### config.mk
export PLATFORM = sky130hd
export DESIGN_NAME = demux_stream_router
export DESIGN_NICKNAME = d
export VERILOG_FILES = /design/src/rtl/demux_stream_router.sv
export SDC_FILE = /design/constraint.sdc
export NUM_CORES = 1
export LEC_CHECK = 0
export ABC_AREA = 1
export BUFFER_PORTS_ARGS = -buffer_cell sky130_fd_sc_hd__buf_4
export CAP_MARGIN = 20
export CELL_PAD_IN_SITES_DETAIL_PLACEMENT = 0
export CELL_PAD_IN_SITES_GLOBAL_PLACEMENT = 1
export CORE_AREA = 2 2 59 61
export CTS_CLUSTER_SIZE = 14
export DETAILED_ROUTE_END_ITERATION = 10
export DIE_AREA = 0 0 61 63
export PLACE_DENSITY_LB_ADDON = 0.15
export SYNTH_ARGS = -nofsm -noshare
export SYNTH_HDL_FRONTEND = slang
export SYNTH_SLANG_ARGS = --single-unit
### constraint.sdc
create_clock -name clk -period 3.7 [get_ports clk]
set_clock_uncertainty 0.2 [all_clocks]
set_input_delay 0.925 -clock clk [delete_from_list [all_inputs] [get_ports clk]]
set_output_delay 0.925 -clock clk [all_outputs]
set_load 0.02 [all_outputs]
### src/rtl/demux_stream_router.sv
// Packet-locked 1-to-N_OUT stream demultiplexer with one output register per channel.
// Optional discarded-packet counter enabled by defining DEMUX_DROP_CNT_EN.
module demux_stream_router #(
   parameter int unsigned DATA_W = 8,
   parameter int unsigned N_OUT  = 2,
   parameter int unsigned SEL_W  = 1
) (
   input  logic                    clk,
   input  logic                    rst_n,
   input  logic [DATA_W-1:0]       s_data,
   input  logic [SEL_W-1:0]        s_sel,
   input  logic                    s_last,
   input  logic                    s_valid,
   output logic                    s_ready,
   output logic [N_OUT*DATA_W-1:0] m_data,
   output logic [N_OUT-1:0]        m_last,
   output logic [N_OUT-1:0]        m_valid,
   input  logic [N_OUT-1:0]        m_ready,
   output logic                    busy,
   output logic [SEL_W-1:0]        cur_sel
`ifdef DEMUX_DROP_CNT_EN
   ,
   output logic [7:0]              drop_cnt
`endif
);

   typedef enum logic [1:0] {IDLE, ROUTE, DROP} state_t;

   state_t                    state_q, state_d;
   logic [SEL_W-1:0]          cur_sel_q, cur_sel_d;
   logic                      busy_q, busy_d;
   logic [N_OUT*DATA_W-1:0]   m_data_q, m_data_d;
   logic [N_OUT-1:0]          m_last_q, m_last_d;
   logic [N_OUT-1:0]          m_valid_q, m_valid_d;

   logic [SEL_W-1:0]          target;
   logic                      sel_ok;
   logic [N_OUT-1:0]          hit;
   logic                      accept;
   logic                      drop_done;

`ifdef DEMUX_DROP_CNT_EN
   logic [7:0]                drop_cnt_q, drop_cnt_d;
`endif

   always_comb begin
      target = (state_q == IDLE) ? s_sel : cur_sel_q;
      sel_ok = (32'(s_sel) < N_OUT);

      // One-hot channel decode; empty in DROP or for an out-of-range destination
      hit = '0;
      for (int unsigned k = 0; k < N_OUT; k++) begin
         if ((state_q == ROUTE || (state_q == IDLE && sel_ok)) && target == SEL_W'(k))
            hit[k] = 1'b1;
      end

      s_ready = ~|(hit & m_valid_q & ~m_ready);
      accept  = s_valid && s_ready;

      m_data_d = m_data_q;
      m_last_d = m_last_q;
      for (int unsigned k = 0; k < N_OUT; k++) begin
         m_valid_d[k] = m_valid_q[k] & ~m_ready[k];
         if (accept && hit[k]) begin
            m_valid_d[k]                 = 1'b1;
            m_data_d[k*DATA_W +: DATA_W] = s_data;
            m_last_d[k]                  = s_last;
         end
      end

      state_d   = state_q;
      cur_sel_d = cur_sel_q;
      drop_done = 1'b0;
      case (state_q)
         IDLE: begin
            if (accept) begin
               if (sel_ok) begin
                  cur_sel_d = s_sel;
                  if (!s_last) state_d = ROUTE;
               end else if (!s_last) begin
                  state_d = DROP;
               end else begin
                  drop_done = 1'b1;
               end
            end
         end
         ROUTE: begin
            if (accept && s_last) state_d = IDLE;
         end
         DROP: begin
            if (accept && s_last) begin
               state_d   = IDLE;
               drop_done = 1'b1;
            end
         end
         default: state_d = IDLE;
      endcase

      busy_d = (state_d != IDLE);

`ifdef DEMUX_DROP_CNT_EN
      drop_cnt_d = drop_cnt_q;
      if (drop_done && drop_cnt_q != 8'hFF) drop_cnt_d = drop_cnt_q + 8'd1;
`endif
   end

   always_ff @(posedge clk or negedge rst_n) begin
      if (!rst_n) begin
         state_q    <= IDLE;
         cur_sel_q  <= '0;
         busy_q     <= 1'b0;
         m_data_q   <= '0;
         m_last_q   <= '0;
         m_valid_q  <= '0;
`ifdef DEMUX_DROP_CNT_EN
         drop_cnt_q <= '0;
`endif
      end else begin
         state_q    <= state_d;
         cur_sel_q  <= cur_sel_d;
         busy_q     <= busy_d;
         m_data_q   <= m_data_d;
         m_last_q   <= m_last_d;
         m_valid_q  <= m_valid_d;
`ifdef DEMUX_DROP_CNT_EN
         drop_cnt_q <= drop_cnt_d;
`endif
      end
   end

   assign m_data  = m_data_q;
   assign m_last  = m_last_q;
   assign m_valid = m_valid_q;
   assign busy    = busy_q;
   assign cur_sel = cur_sel_q;
`ifdef DEMUX_DROP_CNT_EN
   assign drop_cnt = drop_cnt_q;
`endif

endmodule
==> flow_summary.json, run 1 <==
{
  "required_ns": 2.57,
  "synth_area_mm2": 0.00118,
  "cts_setup_buffers": 0,
  "fin_tns_setup_ns": 0,
  "synth-seq-cells": 24,
  "status": "completed",
  "rsz0062_at_grt": "no",
  "drive_above_1_share": 0.394,
  "clkSinkCount": 24,
  "maxCapViolations": 0,
  "rows": 21,
  "critPathKind": "flop to output port",
  "clk_latency_ns": 0.32,
  "io-pin-count": 38,
  "first_pass_iters": 4,
  "end_kind": "output port",
  "r2r-start": "state_q[1]$_DFF_PN0_",
  "grt_start_max_net_pins": 25,
  "hp-class": "input port to async pin",
  "slew_violations": 0,
  "overflow": 0,
  "postRouteWirelength_um": 2310,
  "dp_cells": 202,
  "path_clk_slew_ns": 0.14,
  "start_util": 0.367,
  "via_per_inst": 4.37,
  "period_share": 0.823,
  "r2r-end": "m_data[6]$_DFFE_PN0P_",
  "leakage_nw": 0.821,
  "wire_per_inst_um": 11.2,
  "slowest_delay_ns": 0.43,
  "dp_hpwl_um": 1740,
  "r2r_slack_ns": 1.40,
  "wl_met3_um": 109,
  "avgSynthCellArea_um2": 9.71,
  "wl_met2_um": 1140,
  "vias": 900,
  "setup_viol": 0,
  "whs_ns": 0.270,
  "finish.utilization": 0.476,
  "cts_buffers": 3,
  "ys_types": 13,
  "critPathSlowestCell": "dfrtp_1",
  "synth-warning-count": 0,
  "seq_area_frac_synth": 0.507,
  "grt_pass1_wl_um": 3970,
  "ant_nets": 0,
  "arrival_ns": 1.92,
  "syn_nets": 140,
  "synth_area_leaders": "dfrtp_1 (51%), o21ai_2 (12%), nand2_1 (11%), nand3_4 (7.4%), inv_1 (6.3%)",
  "worst_pin_slew_ns": 0.359,
  "worst_setup_path_start_kind": "flop",
  "clockRootBuffer": "clkbuf_4",
  "finalHoldViolations": 0,
  "die_w_um": 61,
  "peakVddDrop_v": 0.000291,
  "critPathMostFrequentCell": "inv_1",
  "reg2reg_depth": 9,
  "area_growth_syn_to_layout_pct": 29.9,
  "cts_max_level": 1,
  "crit_path_cell_trace": "inv_1 > ha_1 > or2_1 > nand3_4 > nand2_1 > inv_1 > buf_4",
  "cts.hold.buffers_added": 0,
  "syn_inst": 122,
  "fmax_mhz": 328,
  "critPathBufInv": 3,
  "die-area_mm2": 0.00384,
  "fp.dieH_um": 63,
  "yosysTopAreaCellShare": 0.507,
  "finalNonFillerCells": 206,
  "synth_top_cell_by_area": "dfrtp_1",
  "wl_met1_um": 1040,
  "cts_tree": "yes",
  "drtIter0Drc": 19,
  "postCtsResizedCells": 0,
  "power_mw": 1.35,
  "period_minus_slack_ns": 3.05,
  "core_mm2": 0.00323,
  "top_layer": "met4",
  "cp_max_fo": 7,
  "nNetsFinal": 179,
  "grt_pass1_vias": 878,
  "clock_path_buffers": 2,
  "port_buffers": 37,
  "relSlewSlack": 0.761,
  "antenna_cells": 0,
  "powerDensity_mw_per_mm2": 877,
  "cp_top_family": "simple AND/OR/NAND/NOR gates",
  "grt_util_all_layers": 0.135,
  "grt_antenna_before_repair": 0,
  "place_congestion": 0.769,
  "drc": 0
}
[Yosys cell counts]
library cell   n
nand2_1       36
dfrtp_1       24
inv_1         20
o21ai_2       16
nand3_4        5
o21ai_1        5
buf_6          3
ha_1           3
nand3_1        3
nor2_1         3
nand4_1        2
clkinv_2       1
or2_1          1
[worst max path at each step]
stage | slack, ns | endpoint | depth (start not counted) | from
global placement | 0.89 | s_ready | 8 | s_sel
floorplan | 1.14 | s_ready | 6 | s_sel
finish | 0.65 | s_ready | 7 | state_q[1]$_DFF_PN0_
global route | 0.52 | s_ready | 7 | state_q[1]$_DFF_PN0_
detailed placement | 0.86 | s_ready | 8 | s_sel
CTS | 0.63 | s_ready | 7 | state_q[1]$_DFF_PN0_
[worst reg2reg max path: stages, from the launching register on]
cell	delay, ns
dfrtp_1	0.41
inv_1	0.09
ha_1	0.26
or2_1	0.39
nand3_4	0.16
nand3_4	0.09
clkinv_2	0.10
nand3_4	0.24
nand2_1	0.18
o21ai_2	0.06
[layout by cell type, fill, tap and decap left out]
| cell type | count |
|---|---|
| nand3_4 | 5 |
| dfrtp_1 | 24 |
| nor2_1 | 3 |
| o21ai_1 | 5 |
| clkinv_2 | 1 |
| bufinv_16 | 1 |
| nand3_1 | 3 |
| nand2_1 | 36 |
| o21ai_2 | 16 |
| buf_4 | 37 |
| clkbuf_4 | 3 |
| inv_1 | 20 |
| or2_1 | 1 |
| ha_1 | 3 |
| nand4_1 | 2 |
[through the flow]
| stage | area [um^2] | setup WS, ns |
|---|---|---|
| 2_1_floorplan | 1180 | 1.14 |
| 3_3_place_gp | 1490 | 0.888 |
| 3_5_place_dp | 1490 | 0.864 |
| 4_1_cts | 1540 | 0.631 |
| 5_1_grt | 1540 | 0.517 |
| 6_report | 1540 | 0.653 |
[registers in the layout (all words and copies together) (netlist names)]
| signal | flops |
|---|---|
| busy | 1 |
| cur_sel | 1 |
| state_q | 2 |
| m_valid | 2 |
| m_data | 16 |
| m_last | 2 |
[metal layers]
layer / track usage / up-vias
met5: 0 / -
met3: 0.0228 / 2
met4: 0.0408 / 0
met1: 0.179 / 418
li1: - / 455
met2: 0.222 / 25
[cell type report]
cell class,count,area (um^2)
clock buffer,3,22.5
clock inverter,1,30.0
fill,337,1690
inverter,21,80.1
multi-input combinational,74,470
sequential,24,601
tap,46,57.6
timing repair buffer,37,278
[report_power, final]
part	total [mW]	switching (mW)	leakage, nW	internal (mW)
Clock	0.190	0.0807	0.0279	0.109
Combinational	0.712	0.431	0.491	0.281
Sequential	0.448	0.0669	0.302	0.381
[kinds of logic after synthesis]
kind of cell | synth area share
buffers and inverters | 0.0961
flip-flops | 0.507
adder cells (fa/ha/maj) | 0.0317
AO/OA/AOI/OAI | 0.139
AND/OR/NAND/NOR | 0.226
Power figures use the tool's default switching activity.
==> run 2, diff against run 1 <==
- ABC_AREA: 1 -> 0
- clock period: 3.7 -> 2.61 ns (I/O delays scaled with it)
==> run 2 against run 1 <==
- routed wire length decreased by 9.4%
- first-iteration DRC count fell by 32%
- clock-buffer cell count increased by 1
- combinational power up 52%
- critical endpoint unchanged
- highest routed layer unchanged
==> flow_summary.json, run 2 <==
{
  "area_growth_syn_to_layout_pct": 50.1,
  "overflow": 0,
  "worst_setup_path_start_kind": "flop",
  "relSlewSlack": 0.803,
  "period_share": 0.962,
  "syn_nets": 90,
  "rows": 21,
  "reg2reg_depth": 8,
  "ant_nets": 0,
  "synth_edf_count": 0,
  "start_util": 0.311,
  "end_kind": "output port",
  "clkSinkCount": 24,
  "crit_start": "state_q[1]$_DFF_PN0_",
  "leakage_nw": 0.710,
  "largest_register_ffs": 16,
  "cts.hold.buffers_added": 0,
  "port_buffers": 37,
  "clockRootBuffer": "clkbuf_4",
  "cp_max_fo": 4,
  "comb_power_share": 0.564,
  "slew_violations": 0,
  "p_sw_mw": 0.718,
  "synth_area_leaders": "dfrtp_1 (60%), mux2_2 (21%), ha_1 (3.7%), mux2i_1 (2.0%), nand2_1 (1.9%)",
  "power.internal_mw": 1.20,
  "drive_above_1_share": 0.642,
  "grt_util_all_layers": 0.116,
  "clkPwrFrac": 0.098,
  "synth-warning-count": 0,
  "maxCapViolations": 0,
  "swShare": 0.374,
  "fp.dieH_um": 63,
  "finalHoldViolations": 0,
  "path_clk_slew_ns": 0.12,
  "wire_per_inst_um": 12.4,
  "arrival_ns": 1.66,
  "fmax_mhz": 398,
  "avgSynthCellArea_um2": 14.0,
  "place_congestion": 0.812,
  "seq_area_frac_synth": 0.598,
  "power.share.sequential": 0.338,
  "grt_antenna_before_repair": 0,
  "r2r_slack_ns": 0.30,
  "ys_types": 18,
  "worst_pin_slew_ns": 0.292,
  "yosysTopAreaCellShare": 0.598,
  "cts_tree": "yes",
  "powerDensity_mw_per_mm2": 1270,
  "synth_top_cell_by_area": "dfrtp_1",
  "period_minus_slack_ns": 2.51,
  "worst_slack_ns": 0.0983,
  "clk_latency_ns": 0.30,
  "first_pass_iters": 3,
  "synth_top_cells_by_count": "dfrtp_1 (24), mux2_2 (19), nand2_1 (5)",
  "r2r-end": "busy$_DFF_PN0_",
  "io-pin-count": 38,
  "final_cell_mix": "buf_4 (47), dfrtp_1 (24), mux2_2 (19), nand2_1 (5), clkbuf_4 (3)",
  "synth-seq-cells": 24,
  "status": "completed",
  "grt_start_max_net_pins": 25,
  "syn_inst": 72,
  "nNetsFinal": 142,
  "die_w_um": 61,
  "grt_pass1_wl_um": 3350,
  "synth_area_mm2": 0.00100,
  "place_ws_ns": 0.113,
  "antenna_cells": 0,
  "yosysMostFrequentCell": "dfrtp_1",
  "hp-class": "input port to async pin",
  "clock_path_buffers": 2,
  "grt_pass1_vias": 728,
  "vias": 741,
  "final_common_cell": "buf_4",
  "die-area_mm2": 0.00384,
  "synth-async-reset-ratio": 1.00,
  "postRouteWirelength_um": 2090,
  "setup_viol": 0,
  "fin_tns_setup_ns": 0,
  "drtIter0Drc": 13,
  "peakVddDrop_v": 0.000431,
  "r2r-start": "state_q[0]$_DFF_PN0_",
  "core_mm2": 0.00323,
  "via_per_inst": 4.38,
  "critPathKind": "flop to output port",
  "cts_buffers": 3,
  "required_ns": 1.76,
  "dominantRegCellSynth": "dfrtp_1",
  "cts_max_level": 1,
  "dp_hpwl_um": 1520,
  "drc": 0
}
==> run 2: cell count changes in the layout (fill, tap and decap cells not counted), sizes merged, moves of 8 or more <==
cell   change
buf       +11
inv       -18
mux2      +19
nand2     -31
nand3      -8
o21ai     -21
==> run 2: metrics by stage <==
stage	std cells	util	total power [mW]	hold WS (ns)	cell area (um^2)
3_5_place_dp	158	0.423	1.62	0.294	1370
6_report	169	0.467	1.92	0.0200	1510
5_1_grt	169	0.467	2.05	0.0149	1510
3_3_place_gp	158	0.423	1.60	0.291	1370
4_1_cts	165	0.451	1.88	0.0157	1460
2_1_floorplan	72	-	1.20	0.157	1000
==> run 2: area by class of cell <==
cell class / count / area, um^2
Sequential cell: 24 / 601
Fill cell: 321 / 1720
Timing Repair Buffer: 48 / 364
Clock buffer: 4 / 36.3
Multi-Input combinational cell: 45 / 442
Tap cell: 46 / 57.6
Inverter: 2 / 7.51
==> run 2: power by group through the flow <==
stage	Clock, mW	Sequential, mW	Combinational, mW
2_1_floorplan	0	0.870	0.332
3_3_place_gp	0	0.655	0.944
3_5_place_dp	0	0.661	0.954
4_1_cts	0.200	0.650	1.03
5_1_grt	0.217	0.675	1.16
6_report	0.188	0.649	1.08
==> run 2: worst max path at each step <==
stage / endpoint / cells past startpoint
3_5_place_dp: s_ready / 6
4_1_cts: s_ready / 6
3_3_place_gp: s_ready / 6
2_1_floorplan: s_ready / 5
5_1_grt: s_ready / 7
6_report: s_ready / 7
==> run 2: per-layer routing <==
layer  up-vias  track usage  routed length [um]
li1        359            -                   -
met1       359        0.156                 921
met4         0       0.0489                  18
met3         2       0.0269                 105
met2        21        0.176                1040
met5         -            0                   0
==> run 2: worst max-delay path, stage by stage, from the launching register on <==
cell     delay [ns]
dfrtp_1        0.41
inv_2          0.08
ha_4           0.15
mux2i_2        0.23
buf_4          0.16
nor3_4         0.04
nor2_2         0.14
buf_6          0.13
==> run 2: cells by family after synthesis <==
| kind of cell | count (synthesis) | synth area share |
|---|---|---|
| simple gates | 18 | 0.0996 |
| buf+inv | 3 | 0.0112 |
| fa+ha+maj | 3 | 0.0374 |
| mux | 21 | 0.233 |
| compound gates | 3 | 0.0212 |
| flops | 24 | 0.598 |
==> run 2: repair_timing <==
action / CTS / global route
pin swaps: 0 / 3
gates resized for setup: 7 / 6
setup endpoints to repair: 1 / 1
buffers inserted: 3 / 4
==> run 3, diff against run 2 <==
- PLACE_DENSITY: unset -> 0.76
- PLACE_DENSITY_LB_ADDON: 0.15 -> unset
==> run 3 against run 2 <==
- final cell count decreased by 2.4%
- global-route usage increased by 0.69 points
- sequential share of layout area increased by 0.88 points
- register-to-register slack got worse by 0.11 ns
- hold slack improved by 0.0018 ns
- via count increased by 3.5%
- setup slack got worse by 0.078 ns
- clock power about the same
- critical path type unchanged
- largest cell class unchanged
- largest power group unchanged
==> flow_summary.json, run 3 (same netlist as run 2, synthesis figures left out) <==
{
  "nNetsFinal": 138,
  "fmax_mhz": 386,
  "rsz0062_at_grt": "yes",
  "setup_viol": 0,
  "cts_tree": "yes",
  "ant_nets": 0,
  "status": "completed",
  "final_common_cell": "buf_4",
  "final_cell_mix": "buf_4 (43), dfrtp_1 (24), mux2_2 (19), nand2_1 (5), clkbuf_4 (3)",
  "worst_pin_slew_ns": 0.310,
  "rows": 21,
  "cts_max_level": 1,
  "wire_per_inst_um": 13.6,
  "power_mw": 1.90,
  "fin_tns_setup_ns": 0,
  "overflow": 0,
  "final_cell_area_mm2": 0.00148,
  "place_ws_ns": 0.104,
  "cts_buffers": 3,
  "largest_register_ffs": 16,
  "grt_pass1_vias": 789,
  "first_pass_iters": 4,
  "end_kind": "output port",
  "worst_setup_path_start_kind": "flop",
  "clockRootBuffer": "clkbuf_4",
  "die_w_um": 61,
  "start_util": 0.311,
  "area_growth_syn_to_layout_pct": 46.8,
  "peakVddDrop_v": 0.000444,
  "drc": 0,
  "postPlaceCellArea_mm2": 0.00136,
  "clkSinkCount": 24,
  "cp_top_family": "flip-flops",
  "core_mm2": 0.00323,
  "port_buffers": 37,
  "cp_max_fo": 5,
  "slowest_delay_ns": 0.41,
  "slew_violations": 0,
  "finalHoldViolations": 0,
  "vias": 767,
  "fp.dieH_um": 63,
  "via_per_inst": 4.65,
  "drive_above_1_share": 0.622,
  "critPathKind": "flop to output port",
  "place_congestion": 0.926,
  "dp_hpwl_um": 1670,
  "clock_path_buffers": 2,
  "arrival_ns": 1.74,
  "postRouteWirelength_um": 2240,
  "critPathSlowestCell": "dfrtp_1",
  "period_share": 0.992,
  "path_clk_slew_ns": 0.13,
  "required_ns": 1.76,
  "maxCapViolations": 0,
  "hp-class": "input port to async pin",
  "clk_latency_ns": 0.30,
  "grt_pass1_wl_um": 3610,
  "io-pin-count": 38,
  "grt_util_all_layers": 0.123,
  "fillers": 311,
  "antenna_cells": 0,
  "powerDensity_mw_per_mm2": 1290,
  "critPathBufInv": 2,
  "grt_start_max_net_pins": 25,
  "drtIter0Drc": 20,
  "relSlewSlack": 0.792,
  "leakage_nw": 0.693,
  "crit_path_cell_trace": "inv_1 > ha_4 > mux2i_4 > nor3b_4 > nor2_2 > buf_6",
  "worst_slack_ns": 0.0205,
  "die-area_mm2": 0.00384,
  "period_minus_slack_ns": 2.59,
  "grt_antenna_before_repair": 0
}
run 3: cell count changes in the layout (fill, tap and decap cells not counted), sizes merged:
cell / previous run / this run
buf: 48 / 44
run 3: path summary, 6_finish.rpt:
path	start	to	slack, ns	cells after the start
max	state_q[0]$_DFF_PN0_	s_ready	0.02	6
min	rst_n	cur_sel$_DFFE_PN0P_	0.02	1
max reg2reg	state_q[0]$_DFF_PN0_	busy$_DFF_PN0_	0.19	9
min reg2reg	m_data[0]$_DFFE_PN0P_	m_data[0]$_DFFE_PN0P_	0.32	1
max in group asynchronous	rst_n	m_last[1]$_DFFE_PN0P_	1.95	1
min in group clk	m_data[0]$_DFFE_PN0P_	m_data[0]$_DFFE_PN0P_	0.32	1
run 3: timing repair:
| item | in CTS | in global routing |
|---|---|---|
| hold buffers | 0 | 0 |
| pin swaps | 1 | 1 |
| resized for setup | 7 | 4 |
| endpoints found under the setup margin | 1 | 1 |
| buffers inserted | 1 | 3 |
run 3: cell type report:
class	instances	area (um^2)	share of cell area
inverters	2	7.51	0.00509
multi-input cells	45	439	0.298
well taps	46	57.6	0.0390
repair buffers	44	334	0.226
flip-flops and latches	24	601	0.407
clock buffers	4	36.3	0.0246
run 3: worst reg2reg max path, cell delays in order, from the launching register on:
cell     delay, ns
dfrtp_1       0.41
buf_4         0.15
ha_1          0.19
nor2_2        0.21
nor3b_4       0.08
buf_4         0.14
buf_4         0.13
or4_1         0.52
a31oi_1       0.21
or2_1         0.13
run 3: metal layers:
layer	wire length [um]	vias up	track usage
met3	162	0	0.0248
li1	-	353	-
met5	0	-	0
met4	0	0	0.0245
met1	966	376	0.164
met2	1110	38	0.204
run 3: metrics by stage:
step                utilization  instances  hold WS (ns)
floorplan                     -         72         0.157
CTS                       0.445        162        0.0195
detailed placement        0.420        157         0.295
global placement          0.420        157         0.293
global route              0.456        165        0.0147
finish                    0.456        165        0.0217
run 3: power breakdown:
part,internal [mW],total (mW),switching [mW]
Combinational,0.537,1.05,0.513
Clock,0.0851,0.190,0.105
Sequential,0.555,0.658,0.103
